$ cat src/rtl/flash_seq.sv
// AMD-style JEDEC command sequencer for the NeoGS boot flash: expands one high-level op into
// unlock/command writes on the rom controller port, then polls DQ6 toggle / DQ5 for completion.
module flash_seq #(
   parameter int          TMO_W   = 24,
   parameter logic [18:0] UNLK_A1 = 19'h555,
   parameter logic [18:0] UNLK_A2 = 19'h2AA
) (
   input  logic        clk,
   input  logic        rst_n,
   input  logic        cmd_valid,
   input  logic [1:0]  cmd_op,
   input  logic [18:0] cmd_addr,
   input  logic [7:0]  cmd_data,
   output logic        busy,
   output logic        done,
   output logic        err,
   output logic        rom_req,
   output logic        rom_we,
   output logic [18:0] rom_addr,
   output logic [7:0]  rom_wdata,
   input  logic [7:0]  rom_rdata,
   input  logic        rom_ack
);

   localparam logic [1:0] OP_PROG   = 2'd0;
   localparam logic [1:0] OP_SERASE = 2'd1;
   localparam logic [1:0] OP_CERASE = 2'd2;
   localparam logic [1:0] OP_RST    = 2'd3;
   localparam logic [TMO_W-1:0] TMO_MAX = '1;

   typedef enum logic [2:0] {
      S_IDLE, S_WSEQ, S_POLL1, S_POLL2, S_CHK5, S_ABORT, S_DONE
   } state_t;

   state_t            state, state_n;
   logic [1:0]        op_q, op_n;
   logic [18:0]       addr_q, addr_n;
   logic [7:0]        data_q, data_n;
   logic [2:0]        step_q, step_n;
   logic [TMO_W-1:0]  pcnt_q, pcnt_n, pcnt_inc;
   logic [7:0]        r1_q, r1_n;
   logic              chk_q, chk_n;
   logic              err_n;
   logic              rom_req_n, rom_we_n;
   logic [18:0]       rom_addr_n;
   logic [7:0]        rom_wdata_n;

   logic              acked;
   logic              acc_en, acc_we;
   logic [18:0]       acc_addr;
   logic [7:0]        acc_wdata;
   logic [18:0]       seq_addr, poll_addr;
   logic [7:0]        seq_data;
   logic [2:0]        seq_last;

   assign acked     = rom_req & rom_ack;
   assign poll_addr = (op_q == OP_CERASE) ? UNLK_A1 : addr_q;
   assign pcnt_inc  = (pcnt_q == TMO_MAX) ? pcnt_q : pcnt_q + TMO_W'(1);
   assign busy      = (state != S_IDLE) && (state != S_DONE);
   assign done      = (state == S_DONE);

   // Command table: step_q indexes the unlock/command write sequence of the latched op
   always_comb begin
      seq_addr = UNLK_A1;
      seq_data = 8'hF0;
      seq_last = 3'd5;
      case (step_q)
         3'd0: begin seq_addr = UNLK_A1; seq_data = 8'hAA; end
         3'd1: begin seq_addr = UNLK_A2; seq_data = 8'h55; end
         3'd2: begin seq_addr = UNLK_A1; seq_data = (op_q == OP_PROG) ? 8'hA0 : 8'h80; end
         3'd3: begin
            seq_addr = (op_q == OP_PROG) ? addr_q : UNLK_A1;
            seq_data = (op_q == OP_PROG) ? data_q : 8'hAA;
         end
         3'd4: begin seq_addr = UNLK_A2; seq_data = 8'h55; end
         default: begin
            seq_addr = (op_q == OP_SERASE) ? addr_q : UNLK_A1;
            seq_data = (op_q == OP_SERASE) ? 8'h30 : 8'h10;
         end
      endcase
      if (op_q == OP_RST) begin
         seq_addr = UNLK_A1;
         seq_data = 8'hF0;
         seq_last = 3'd0;
      end else if (op_q == OP_PROG) begin
         seq_last = 3'd3;
      end
   end

   always_comb begin
      state_n     = state;
      op_n        = op_q;
      addr_n      = addr_q;
      data_n      = data_q;
      step_n      = step_q;
      pcnt_n      = pcnt_q;
      r1_n        = r1_q;
      chk_n       = chk_q;
      err_n       = err;
      rom_req_n   = rom_req;
      rom_we_n    = rom_we;
      rom_addr_n  = rom_addr;
      rom_wdata_n = rom_wdata;
      acc_en      = 1'b0;
      acc_we      = 1'b0;
      acc_addr    = '0;
      acc_wdata   = '0;

      case (state)
         S_IDLE: begin
            if (cmd_valid) begin
               op_n    = cmd_op;
               addr_n  = cmd_addr;
               data_n  = cmd_data;
               step_n  = '0;
               pcnt_n  = '0;
               chk_n   = 1'b0;
               err_n   = 1'b0;
               state_n = S_WSEQ;
            end
         end
         S_WSEQ: begin
            acc_en    = 1'b1;
            acc_we    = 1'b1;
            acc_addr  = seq_addr;
            acc_wdata = seq_data;
            if (acked) begin
               if (step_q == seq_last)
                  state_n = (op_q == OP_RST) ? S_DONE : S_POLL1;
               else
                  step_n = step_q + 3'd1;
            end
         end
         S_POLL1: begin
            acc_en   = 1'b1;
            acc_addr = poll_addr;
            if (acked) begin
               r1_n    = rom_rdata;
               state_n = S_POLL2;
            end
         end
         S_POLL2: begin
            acc_en   = 1'b1;
            acc_addr = poll_addr;
            if (acked) begin
               pcnt_n = pcnt_inc;
               // A stable DQ6 wins over timeout; timeout wins over the DQ5 check
               if (r1_q[6] == rom_rdata[6]) begin
                  state_n = S_DONE;
               end else if (pcnt_inc == TMO_MAX) begin
                  state_n = S_ABORT;
               end else if (rom_rdata[5]) begin
                  chk_n   = 1'b0;
                  state_n = S_CHK5;
               end else begin
                  state_n = S_POLL1;
               end
            end
         end
         S_CHK5: begin
            acc_en   = 1'b1;
            acc_addr = poll_addr;
            if (acked) begin
               if (!chk_q) begin
                  r1_n  = rom_rdata;
                  chk_n = 1'b1;
               end else begin
                  state_n = (r1_q[6] == rom_rdata[6]) ? S_DONE : S_ABORT;
               end
            end
         end
         S_ABORT: begin
            acc_en    = 1'b1;
            acc_we    = 1'b1;
            acc_addr  = UNLK_A1;
            acc_wdata = 8'hF0;
            if (acked) begin
               err_n   = 1'b1;
               state_n = S_IDLE;
            end
         end
         S_DONE:  state_n = S_IDLE;
         default: state_n = S_IDLE;
      endcase

      // Shared access handshake: issue after an idle cycle, hold until ack, drop right after
      if (acc_en) begin
         if (!rom_req) begin
            rom_req_n   = 1'b1;
            rom_we_n    = acc_we;
            rom_addr_n  = acc_addr;
            rom_wdata_n = acc_wdata;
         end else if (rom_ack) begin
            rom_req_n = 1'b0;
         end
      end
   end

   always_ff @(posedge clk or negedge rst_n) begin
      if (!rst_n) begin
         state     <= S_IDLE;
         op_q      <= OP_PROG;
         addr_q    <= '0;
         data_q    <= '0;
         step_q    <= '0;
         pcnt_q    <= '0;
         r1_q      <= '0;
         chk_q     <= 1'b0;
         err       <= 1'b0;
         rom_req   <= 1'b0;
         rom_we    <= 1'b0;
         rom_addr  <= '0;
         rom_wdata <= '0;
      end else begin
         state     <= state_n;
         op_q      <= op_n;
         addr_q    <= addr_n;
         data_q    <= data_n;
         step_q    <= step_n;
         pcnt_q    <= pcnt_n;
         r1_q      <= r1_n;
         chk_q     <= chk_n;
         err       <= err_n;
         rom_req   <= rom_req_n;
         rom_we    <= rom_we_n;
         rom_addr  <= rom_addr_n;
         rom_wdata <= rom_wdata_n;
      end
   end

endmodule

$ cat config.mk
export PLATFORM = sky130hd
export DESIGN_NAME = flash_seq
export DESIGN_NICKNAME = d
export VERILOG_FILES = /design/src/rtl/flash_seq.sv
export SDC_FILE = /design/constraint.sdc
export NUM_CORES = 1
export LEC_CHECK = 0
export ABC_AREA = 1
export CORE_ASPECT_RATIO = 0.5
export CORE_MARGIN = 1.5
export CORE_UTILIZATION = 25
export DETAILED_ROUTE_END_ITERATION = 10
export GPL_ROUTABILITY_DRIVEN = 1
export PLACE_DENSITY = 0.54
export REMOVE_ABC_BUFFERS = 1
export SYNTH_ARGS = -nofsm -noshare
export SYNTH_HDL_FRONTEND = slang
export SYNTH_SLANG_ARGS = --single-unit
$ cat constraint.sdc
create_clock -name clk -period 4.99 [get_ports clk]
set_clock_uncertainty 0.1 [all_clocks]
set_input_delay 0.998 -clock clk [delete_from_list [all_inputs] [get_ports clk]]
set_output_delay 0.998 -clock clk [all_outputs]
set_load 0.01 [all_outputs]
---- Yosys cells after proc, flatten, opt, wreduce, memory -nomap -nowiden ----
Index checks and enable logic that the tools add are counted.
storage, ports and cells
  logic and storage cells ................. 123
  flip-flop bits (word level) ............. 97
  output and inout port bits .............. 32
  input port bits ......................... 41
cells by class
  reduce and logical (&&, ||, !) cells .... 23
  bitwise logic cells ..................... 2
  multiplexer cells ....................... 52
  equality and inequality tests ........... 31
  add/subtract/negate cells ............... 2
operator list
  cell                     number
  $pmux W19 S3             2
  $mux W19                 4
  $mux W24                 3
  $mux W3                  17
  $eq A24 B24 Y1 const B   2
  $pmux W24 S2             1
  $pmux W8 S4              1
  $ne A2 B2 Y1 const B     13
  $add A24 B1 Y24 const B  1
  $mux W7                  3
  $pmux W3 S6              1
  $mux W8                  2
  $pmux W8 S2              1
  $pmux W7 S2              1
  $eq A3 B2 Y1 const B     4
  $eq A3 B3 Y1 const B     4
  $mux W6                  2
  $mux W1                  10
  $reduce_and A4 Y1        2
  $reduce_and A8 Y1        1
  $reduce_bool A2 Y1       4
  $reduce_and A7 Y1        1
  $eq A3 B1 Y1 const B     2
  $logic_not A3 Y1         2
  20 further kinds         26

---- Depth between registers and ports, before layout ----
Gate-level depths: netlist of the first run.
  depth after elaboration ................. 7
  mapped depth ............................ 18
  gate-level depth less buffers ........... 18

---- Worst setup path before layout of the first run ----
Ideal clock, no wire load.
  path type ............................... input port to flip-flop
  from .................................... in cmd_valid
  to ...................................... reg pcnt_q[16]
  slack ................................... 2796 ps
  buffers on the path ..................... 1
  arrival time ............................ 1953 ps
  data required time ...................... 4749 ps
  stages .................................. 6
  library setup time ...................... 141 ps
  cells stage by stage .................... inv_1 nor2_1 clkinv_1 nand2_1 buf_2 o22ai_1
on the way
  word-level cells in the longest chain between the ends .. 2
RTL lines
  what                         RTL line  RTL
  from (decl)                  10        input logic cmd_valid,
  $ne A2 B2 Y1 (no line)       --
  $reduce_and A3 Y1 (no line)  --
  to (signal assigned)         220       pcnt_q <= pcnt_n;
  to (decl)                    40        logic [TMO_W-1:0] pcnt_q, pcnt_n, pcnt_inc;
Every way passes these cells.
A chain may end at the register's enable or synchronous reset.

---- Final worst setup path of the first run ----
  from .................................... reg state[2]
  to ...................................... reg pcnt_q[8]
on the way
  word-level cells in the longest chain between the ends .. 3
RTL lines
  what                                                          RTL line  RTL
  from (decl)                                                   35        state_t state, state_n;
  from (signal assigned)                                        215       state <= state_n;
  $eq A3 B2 Y1 or $logic_not A3 Y1 (tied branches)              109       case (state)
  $ne A2 B2 Y1 (no line) or $reduce_bool A2 Y1 (tied branches)  --
  $reduce_and A3 Y1 (no line)                                   --
Parallel ways exist; a longest one is shown, timed or not.

==> results.tsv, run 1 <==
metric	value	unit
row cnt	36	
total placed cells including tap cells	1032	
iteration count of the initial detailed-routing pass	5	
Synth area leaders	dfrtp_1 44%, nand2_1 17%, nor2_1 5.6%, inv_1 5.3%, nand3_1 4.5%	
CP delay by family, top	simple AND/OR/NAND/NOR gates	
Die Area	21670	um2
iteration-0 DRC count of the detailed router	281	
top_reg_cell synth	dfrtp_1	
Design Power	3250	uW
largest family of logic cells by synthesized area	simple AND/OR/NAND/NOR gates	
setup bufs post-CTS	0	
Slew HR	25.47	%
CTS buffer count	9	
CORE AREA	19910	um2
fin crit share	61.45	%
WL/cell	13.88	um
largest net degree at the start of global routing	63	
crit-path most repeated cell	nand2_1	
top-count cell post-synth	nand2_1	
Critical Path Sink Type	register	
sequential share of the synthesized area	43.92	%
DRC	0	
outcome	complete, no violations	
clock slew at reported path FFs	0.07	ns
Final Instance Area	6422	um2
number of enable flip-flop cells after synthesis	0	
post-synthesis instance area	5185	um2
clock root buffer	clkbuf_16	
initial antenna violation count	0	
xor/xnor share of the synthesized area	1.182	%
FILL cells	2167	
area grow syn2layout	23.87	%
worst-path cell chain	nor3_4, nand2_1, nand2_1, inv_1, nand2_1, o21ai_0	
Tot GR Track Use	14.09	%
worst slew pin tran	1.111	ns
RSZ-0062 raised after global routing	false	
CTS H-tree depth	3	
Synth warnings	0	
clock sinks	91	
Syn Inst Count	714	
routed vias	4823	
Final min period	3.066	ns
Max VDD drop	0.0001991	V
Placer Congestion	0.8874	
leakage power	0.002897	uW
cell taking the most area after synthesis	dfrtp_1	
post-route ant nets	0	
Post-synth top cells	233 x nand2_1, 91 x dfrtp_1, 78 x nor2_1, 73 x inv_1, 47 x nand3_1	
Finished Layout Cells	1048	
final hold vios	0	
FMAX	326.1	MHz
total length of routed wires	14.55	mm
Min Hold Slack	0.3732	ns
CP max stage cell	nand2_1	
adder-cell share of the synthesized area	2.654	%
Yosys reg bits	91	
Final TNS setup	0	ns
Initial Utilization	26.04	%
die width	206.7	um
vias in the first global route	4741	
CTS tree	yes	
complex-gate fraction of the synthesized area	12.21	%
clock latency on the worst-skew pair	0.35	ns
layout cells sized above 1	6.777	%
clock buffer depth	2	
Via density	4.602	
Critical Path RT	5.10	ns
post-CTS sizing	0	
post-synthesis mux area share	0.2172	%
WP buf/inv	1	
Post-Synth Simple-Gate Area	32.12	%
Yosys top cell area share	43.92	%
grt total ovfl	0	
IO Pins	73	
CTS hold repair buffers	0	
die height	104.8	um
antenna fix cells	0	
CP startpoint kind	register	
max-cap violations	0	
area of placed instances	6117	um2
final-stage net count	829	
Distinct cells, synth	36	
CP Class	reg2reg	
DP Wirelength	10.66	mm
Critical Path Fanout Max	24	
worst hold path class	reg2reg	
Power Density	506.1	nW/um2
I/O Buffers	66	
count of final setup violators	0	
CP arrival	3.17	ns
asr flop ratio synth	100.0	%
Avg Inst Size Synth	7.262	um2
slowest stage delay, CP	0.80	ns
final max-slew violation count	0	
first-pass GRT wire length	24.43	mm
[power breakdown]
part / total (uW) / switching [uW] / internal (uW) / leakage, uW
clock: 698 / 341 / 357 / 0.000146
combinational: 1420 / 899 / 521 / 0.00158
sequential: 1130 / 152 / 981 / 0.00117
total: 3250 / 1390 / 1860 / 0.00290
[cell type report]
type	count	area (um2)	area share, %
inverters	82	307.8	4.793
clock inverters	7	80.08	1.247
well taps	266	332.8	5.182
multi-input cells	523	2511	39.10
flip-flops and latches	91	2277	35.46
repair buffers	70	688.2	10.71
clock buffers	9	225.2	3.507
[routing by layer]
layer	up-vias	part of all wire, %	global-route usage [%]
met5	-	0	0
met4	0	1.5	3.986
met3	18	3.8	2.558
met2	100	48	23.89
met1	2270	47	18.23
li1	2435	-	-
[per-stage QoR]
| stage | setup slack, ns | utilization, % |
|---|---|---|
| after floorplan | 0.9425 | - |
| after global placement | 1.584 | 30.73 |
| after detailed placement | 1.598 | 30.73 |
| after CTS | 1.926 | 32.26 |
| after global routing | 1.643 | 32.26 |
| final | 1.924 | 32.26 |
[flip-flops by register name (all words and copies together), names as in the netlist]
| register | flops |
|---|---|
| pcnt_q | 24 |
| addr_q | 19 |
| rom_addr | 19 |
| data_q | 8 |
| rom_wdata | 8 |
| state | 3 |
| step_q | 3 |
| op_q | 2 |
| chk_q | 1 |
| err | 1 |
| r1_q | 1 |
| rom_req | 1 |
| rom_we | 1 |
[cells by family after synthesis]
kind of cell	after synthesis
xor gates and xnor gates	7
adders and majority gates	11
AOI/OAI and AO/OA	111
DFF	91
muxes	1
and+or+nand+nor	393
buffers and inverters	100
[layout by cell type (no fill, tap or decap), types with 5 or more instances in the layout]
cell type	count
inv_1	73
clkdlybuf4s50_1	65
inv_2	7
nor2_1	77
buf_4	5
nor2_2	10
a21oi_1	29
ha_1	11
clkbuf_16	9
nand2_1	233
dfrtp_1	91
a31oi_1	6
o31ai_1	12
xor2_1	6
nand4_1	9
o22ai_1	15
o21ai_0	42
nand3_1	47
[worst reg2reg max path: stages (launching register included)]
cell and delay, ns:
dfrtp_1 0.52, nor3_4 0.61, nand2_1 0.59, nand2_1 0.80, inv_1 0.14, nand2_1 0.09
o21ai_0 0.07
[worst paths after layout]
| check | from | depth (start not counted) | slack [ns] | to |
|---|---|---|---|---|
| worst max-delay path | state[2] | 6 | 1.92 | pcnt_q[8] |
| worst min-delay path | addr_q[17] | 2 | 0.37 | addr_q[17] |
| worst max register to register | state[2] | 6 | 1.92 | pcnt_q[8] |
| worst min register to register | addr_q[17] | 2 | 0.37 | addr_q[17] |
| max in group asynchronous | rst_n | 2 | 3.24 | pcnt_q[14] |
| min in group asynchronous | rst_n | 1 | 0.62 | rom_addr[4] |
Note: power is estimated with default switching activity, not from simulation.
==> run 2, diff against run 1 <==
clock period = 2.96 ns   (was 4.99 ns; I/O delays follow)
==> results.tsv, run 2 (same netlist as run 1, synthesis figures left out) <==
metric	value	unit
WL/cell	13.78	um
Initial Utilization	26.04	%
clock root buffer	clkbuf_16	
r2r setup slk	0.37	ns
DP Wirelength	10.95	mm
grt total ovfl	0	
CORE AREA	19910	um2
crit-path most repeated cell	nand2_1	
CP Class	reg2reg	
worst-path cell chain	ha_2, nand2_2, nor2_4, nand2_4, nor2_8, nand3_4, nand3_1, nand2_1, nor2_1, nand2_1, nor2_2, nand2_1, nand3_1, nand3_1, nand2_1, nand2_1	
worst hold path class	in2async	
Critical Path RT	3.10	ns
CP delay by family, top	simple AND/OR/NAND/NOR gates	
final max-slew violation count	0	
largest net degree at the start of global routing	52	
CP startpoint kind	register	
Gate power share	44.6	%
I/O Buffers	66	
fin crit share	87.64	%
total placed cells including tap cells	1042	
final hold vios	0	
Finished Layout Cells	1058	
vias in the first global route	4780	
DRC	0	
worst slew pin tran	0.6836	ns
clock latency on the worst-skew pair	0.34	ns
Critical Path Fanout Max	11	
setup bufs post-CTS	0	
initial antenna violation count	0	
Critical Path Sink Type	register	
first-pass GRT wire length	24.16	mm
FMAX	385.5	MHz
Max VDD drop	0.0003529	V
Reg power frac	34.4	%
CP max stage cell	dfrtp_1	
clock sinks	91	
slowest stage delay, CP	0.47	ns
clock buffer depth	2	
count of final setup violators	0	
IO Pins	73	
row cnt	36	
CTS tree	yes	
final-stage net count	839	
Sw Pwr	2361	uW
Top Registers	pcnt_q x24, addr_q x19, rom_addr x19	
max-cap violations	0	
antenna fix cells	0	
CTS H-tree depth	3	
Internal Power	3185	uW
CTS buffer count	9	
total length of routed wires	14.58	mm
routed vias	4857	
Tot GR Track Use	13.99	%
Die Area	21670	um2
CP arrival	2.73	ns
post-CTS sizing	0	
iteration-0 DRC count of the detailed router	267	
WP buf/inv	0	
R2R Path End	state[1]	
Final min period	2.594	ns
Power Density	851.6	nW/um2
die width	206.7	um
Slew HR	54.43	%
die height	104.8	um
Reg-to-Reg Start	pcnt_q[0]	
Placer Congestion	0.9336	
most flop-heavy register	pcnt_q	
RSZ-0062 raised after global routing	false	
leakage power	0.002945	uW
iteration count of the initial detailed-routing pass	5	
Reg2Reg Depth	16	
area grow syn2layout	25.60	%
max reg flops	24	
layout cells sized above 1	8.081	%
most frequent cells in the layout	233 x nand2_1, 91 x dfrtp_1, 77 x nor2_1, 73 x inv_1, 65 x clkdlybuf4s50_1	
fin util	32.71	%
CTS hold repair buffers	0	
Via density	4.591	
outcome	complete, no violations	
power share of the clock group	21.0	%
Switching Share	42.58	%
commonest non-fill, non-tap cell in the layout	nand2_1	
clock slew at reported path FFs	0.08	ns
post-route ant nets	0	
==> run 2: worst reg2reg max path, cell delays in order, from the launching register on <==
cell and delay [ns]:
dfrtp_1 0.47, ha_2 0.29, nand2_2 0.08, nor2_4 0.12, nand2_4 0.10, nor2_8 0.14, nand3_4 0.17, nand3_1 0.12
nand2_1 0.07, nor2_1 0.19, nand2_1 0.09, nor2_2 0.18, nand2_1 0.09, nand3_1 0.08, nand3_1 0.07, nand2_1 0.06
nand2_1 0.05
==> run 2: routing by layer <==
metal	track usage (%)	routed length [um]	vias up
li1	-	-	2455
met3	2.527	479	15
met5	0	0	-
met1	18.11	6808	2307
met4	3.209	135	0
met2	24.08	7153	80
==> run 2: per-stage QoR <==
step                      hold WS, ns  TNS (ns)  instance area, um2  setup WS, ns  total power [uW]
after CTS                      0.1976         0                6502        0.2015              5595
after detailed placement       0.3602         0                6192        0.2269              4412
final                          0.1771         0                6513        0.3658              5546
after global routing           0.2230         0                6513       0.05178              5977
after floorplan                0.1964    -20.63                5094       -0.8056              3357
after global placement         0.3552         0                6192        0.2769              4359
==> run 2: final cells by class <==
class,instances,area (um2)
well taps,266,332.8
inverters,82,307.8
fillers,2181,13400
repair buffers,80,763.2
flip-flops and latches,91,2277
clock inverters,7,85.08
multi-input cells,523,2521
clock buffers,9,225.2
==> run 2: how the worst max path moves through the flow <==
stage | slack, ns | depth (start not counted) | endpoint | start
after floorplan | -0.81 | 10 | pcnt_q[8] | state[0]
after global placement | 0.28 | 16 | state[1] | pcnt_q[0]
after detailed placement | 0.23 | 16 | state[1] | pcnt_q[0]
after CTS | 0.20 | 16 | state[1] | pcnt_q[0]
after global routing | 0.05 | 16 | state[1] | pcnt_q[0]
final | 0.37 | 16 | state[1] | pcnt_q[0]
==> run 2: power by group through the flow <==
stage	clock, uW	sequential (uW)	combinational [uW]
6_report	1160	1910	2470
3_5_place_dp	0	1940	2480
5_1_grt	1240	1970	2770
4_1_cts	1200	1910	2490
3_3_place_gp	0	1920	2440
2_1_floorplan	0	1940	1410
==> run 3, diff against run 2 <==
clock period = 3.35 ns   (was 2.96 ns; I/O delays follow)
==> results.tsv, run 3 (same netlist as run 1, synthesis figures left out) <==
metric	value	unit
first-pass GRT wire length	24.13	mm
setup slack at placement	0.6113	ns
FMAX	364.0	MHz
grt total ovfl	0	
CTS buffer count	9	
max-cap violations	0	
Tot GR Track Use	14.03	%
RSZ-0062 raised after global routing	false	
die width	206.7	um
WP buf/inv	0	
CP max stage cell	dfrtp_1	
antenna fix cells	0	
most frequent cells in the layout	233 x nand2_1, 91 x dfrtp_1, 77 x nor2_1, 73 x inv_1, 65 x clkdlybuf4s50_1	
final-stage net count	837	
slowest stage delay, CP	0.46	ns
Initial Utilization	26.04	%
I/O Buffers	66	
DRC	0	
FILL cells	2147	
IO Pins	73	
row cnt	36	
DP Wirelength	10.84	mm
final hold vios	0	
WL/cell	13.77	um
max reg flops	24	
Placer Congestion	0.9203	
area grow syn2layout	25.14	%
fin crit share	82.00	%
Final min period	2.747	ns
commonest non-fill, non-tap cell in the layout	nand2_1	
Via density	4.534	
Internal Power	2835	uW
Top Registers	pcnt_q x24, addr_q x19, rom_addr x19	
clock slew at reported path FFs	0.08	ns
leakage power	0.002946	uW
outcome	complete, no violations	
CORE AREA	19910	um2
power share of the clock group	21.1	%
clock sinks	91	
area of placed instances	6190	um2
post-CTS sizing	0	
setup bufs post-CTS	0	
setup ws final	0.6031	ns
final max-slew violation count	0	
clock buffer depth	2	
worst hold path class	in2async	
Die Area	21670	um2
Critical Path RT	3.49	ns
CP arrival	2.89	ns
CTS tree	yes	
crit-path most repeated cell	nand2_1	
worst slew pin tran	0.7185	ns
Sw Pwr	2063	uW
most flop-heavy register	pcnt_q	
Power Density	754.9	nW/um2
Critical Path Sink Type	register	
largest net degree at the start of global routing	54	
worst-path cell chain	ha_1, nand2_2, nor2_4, nand2_4, nor2_8, nand3_2, nand3_1, nand2_1, nor2_1, nand2_1, nor2_2, nand2_1, nand3_1, nand3_1, nand2_1, nand2_1	
routed vias	4788	
CP startpoint kind	register	
iteration-0 DRC count of the detailed router	356	
Switching Share	42.12	%
Max VDD drop	0.0003347	V
Gate power share	44.6	%
Min Hold Slack	0.2687	ns
Final Instance Area	6489	um2
Slew HR	52.10	%
count of final setup violators	0	
iteration count of the initial detailed-routing pass	5	
initial antenna violation count	0	
CP Class	reg2reg	
CTS H-tree depth	3	
Critical Path Fanout Max	11	
total length of routed wires	14.54	mm
layout cells sized above 1	7.722	%
vias in the first global route	4702	
CP delay by family, top	simple AND/OR/NAND/NOR gates	
CTS hold repair buffers	0	
Reg power frac	34.3	%
die height	104.8	um
post-route ant nets	0	
clock root buffer	clkbuf_16	
clock latency on the worst-skew pair	0.35	ns
## run 3: cell types whose count changed in the layout (fill, tap and decap cells not counted), sizes merged
| cell | previous run | this run |
|---|---|---|
| clkinv | 7 | 3 |
| buf | 15 | 13 |
| clkinvlp | 1 | 0 |
| clkbuf | 9 | 10 |
| inv | 81 | 85 |
## run 3: path summary, 6_finish.rpt
kind,start,to,slack [ns],cells past startpoint
worst max register to register,pcnt_q[0],state[1],0.60,16
max in group asynchronous,rst_n,rom_addr[17],2.21,2
min in group clk,rom_we,rom_we,0.37,2
worst min-delay path,rst_n,rom_addr[6],0.27,1
worst min register to register,rom_we,rom_we,0.37,2
worst max-delay path,pcnt_q[0],state[1],0.60,16
## run 3: cell type report
type / instances / area, um2 / share of cell area (%)
tap: 266 / 332.8 / 5.129
multi-input combinational: 523 / 2511 / 38.70
sequential: 91 / 2277 / 35.09
timing repair buffer: 78 / 760.7 / 11.72
inverter: 82 / 307.8 / 4.744
clock buffer: 10 / 239.0 / 3.683
clock inverter: 6 / 60.06 / 0.9256
## run 3: per-stage QoR
step                      util, %  cells  setup TNS (ns)  power, uW
after floorplan                 -    696          -7.724       2966
after global placement      31.09   1040               0       3857
after detailed placement    31.09   1040               0       3903
after CTS                   32.59   1056               0       4956
after global routing        32.59   1056               0       5274
final                       32.59   1056               0       4899
## run 3: power groups by stage
| stage | Sequential, uW | Combinational, uW | Clock, uW |
|---|---|---|---|
| floorplan | 1720 | 1250 | 0 |
| global placement | 1700 | 2160 | 0 |
| detailed placement | 1700 | 2200 | 0 |
| CTS | 1680 | 2210 | 1060 |
| global route | 1720 | 2440 | 1110 |
| finish | 1680 | 2180 | 1030 |
## run 3: layer usage
layer	GRT usage (%)	vias to the layer above	wire length (um)
met5	0	-	0
met4	3.934	0	164
met3	2.527	11	475
met2	23.58	87	7063
met1	18.37	2243	6837
li1	-	2447	-
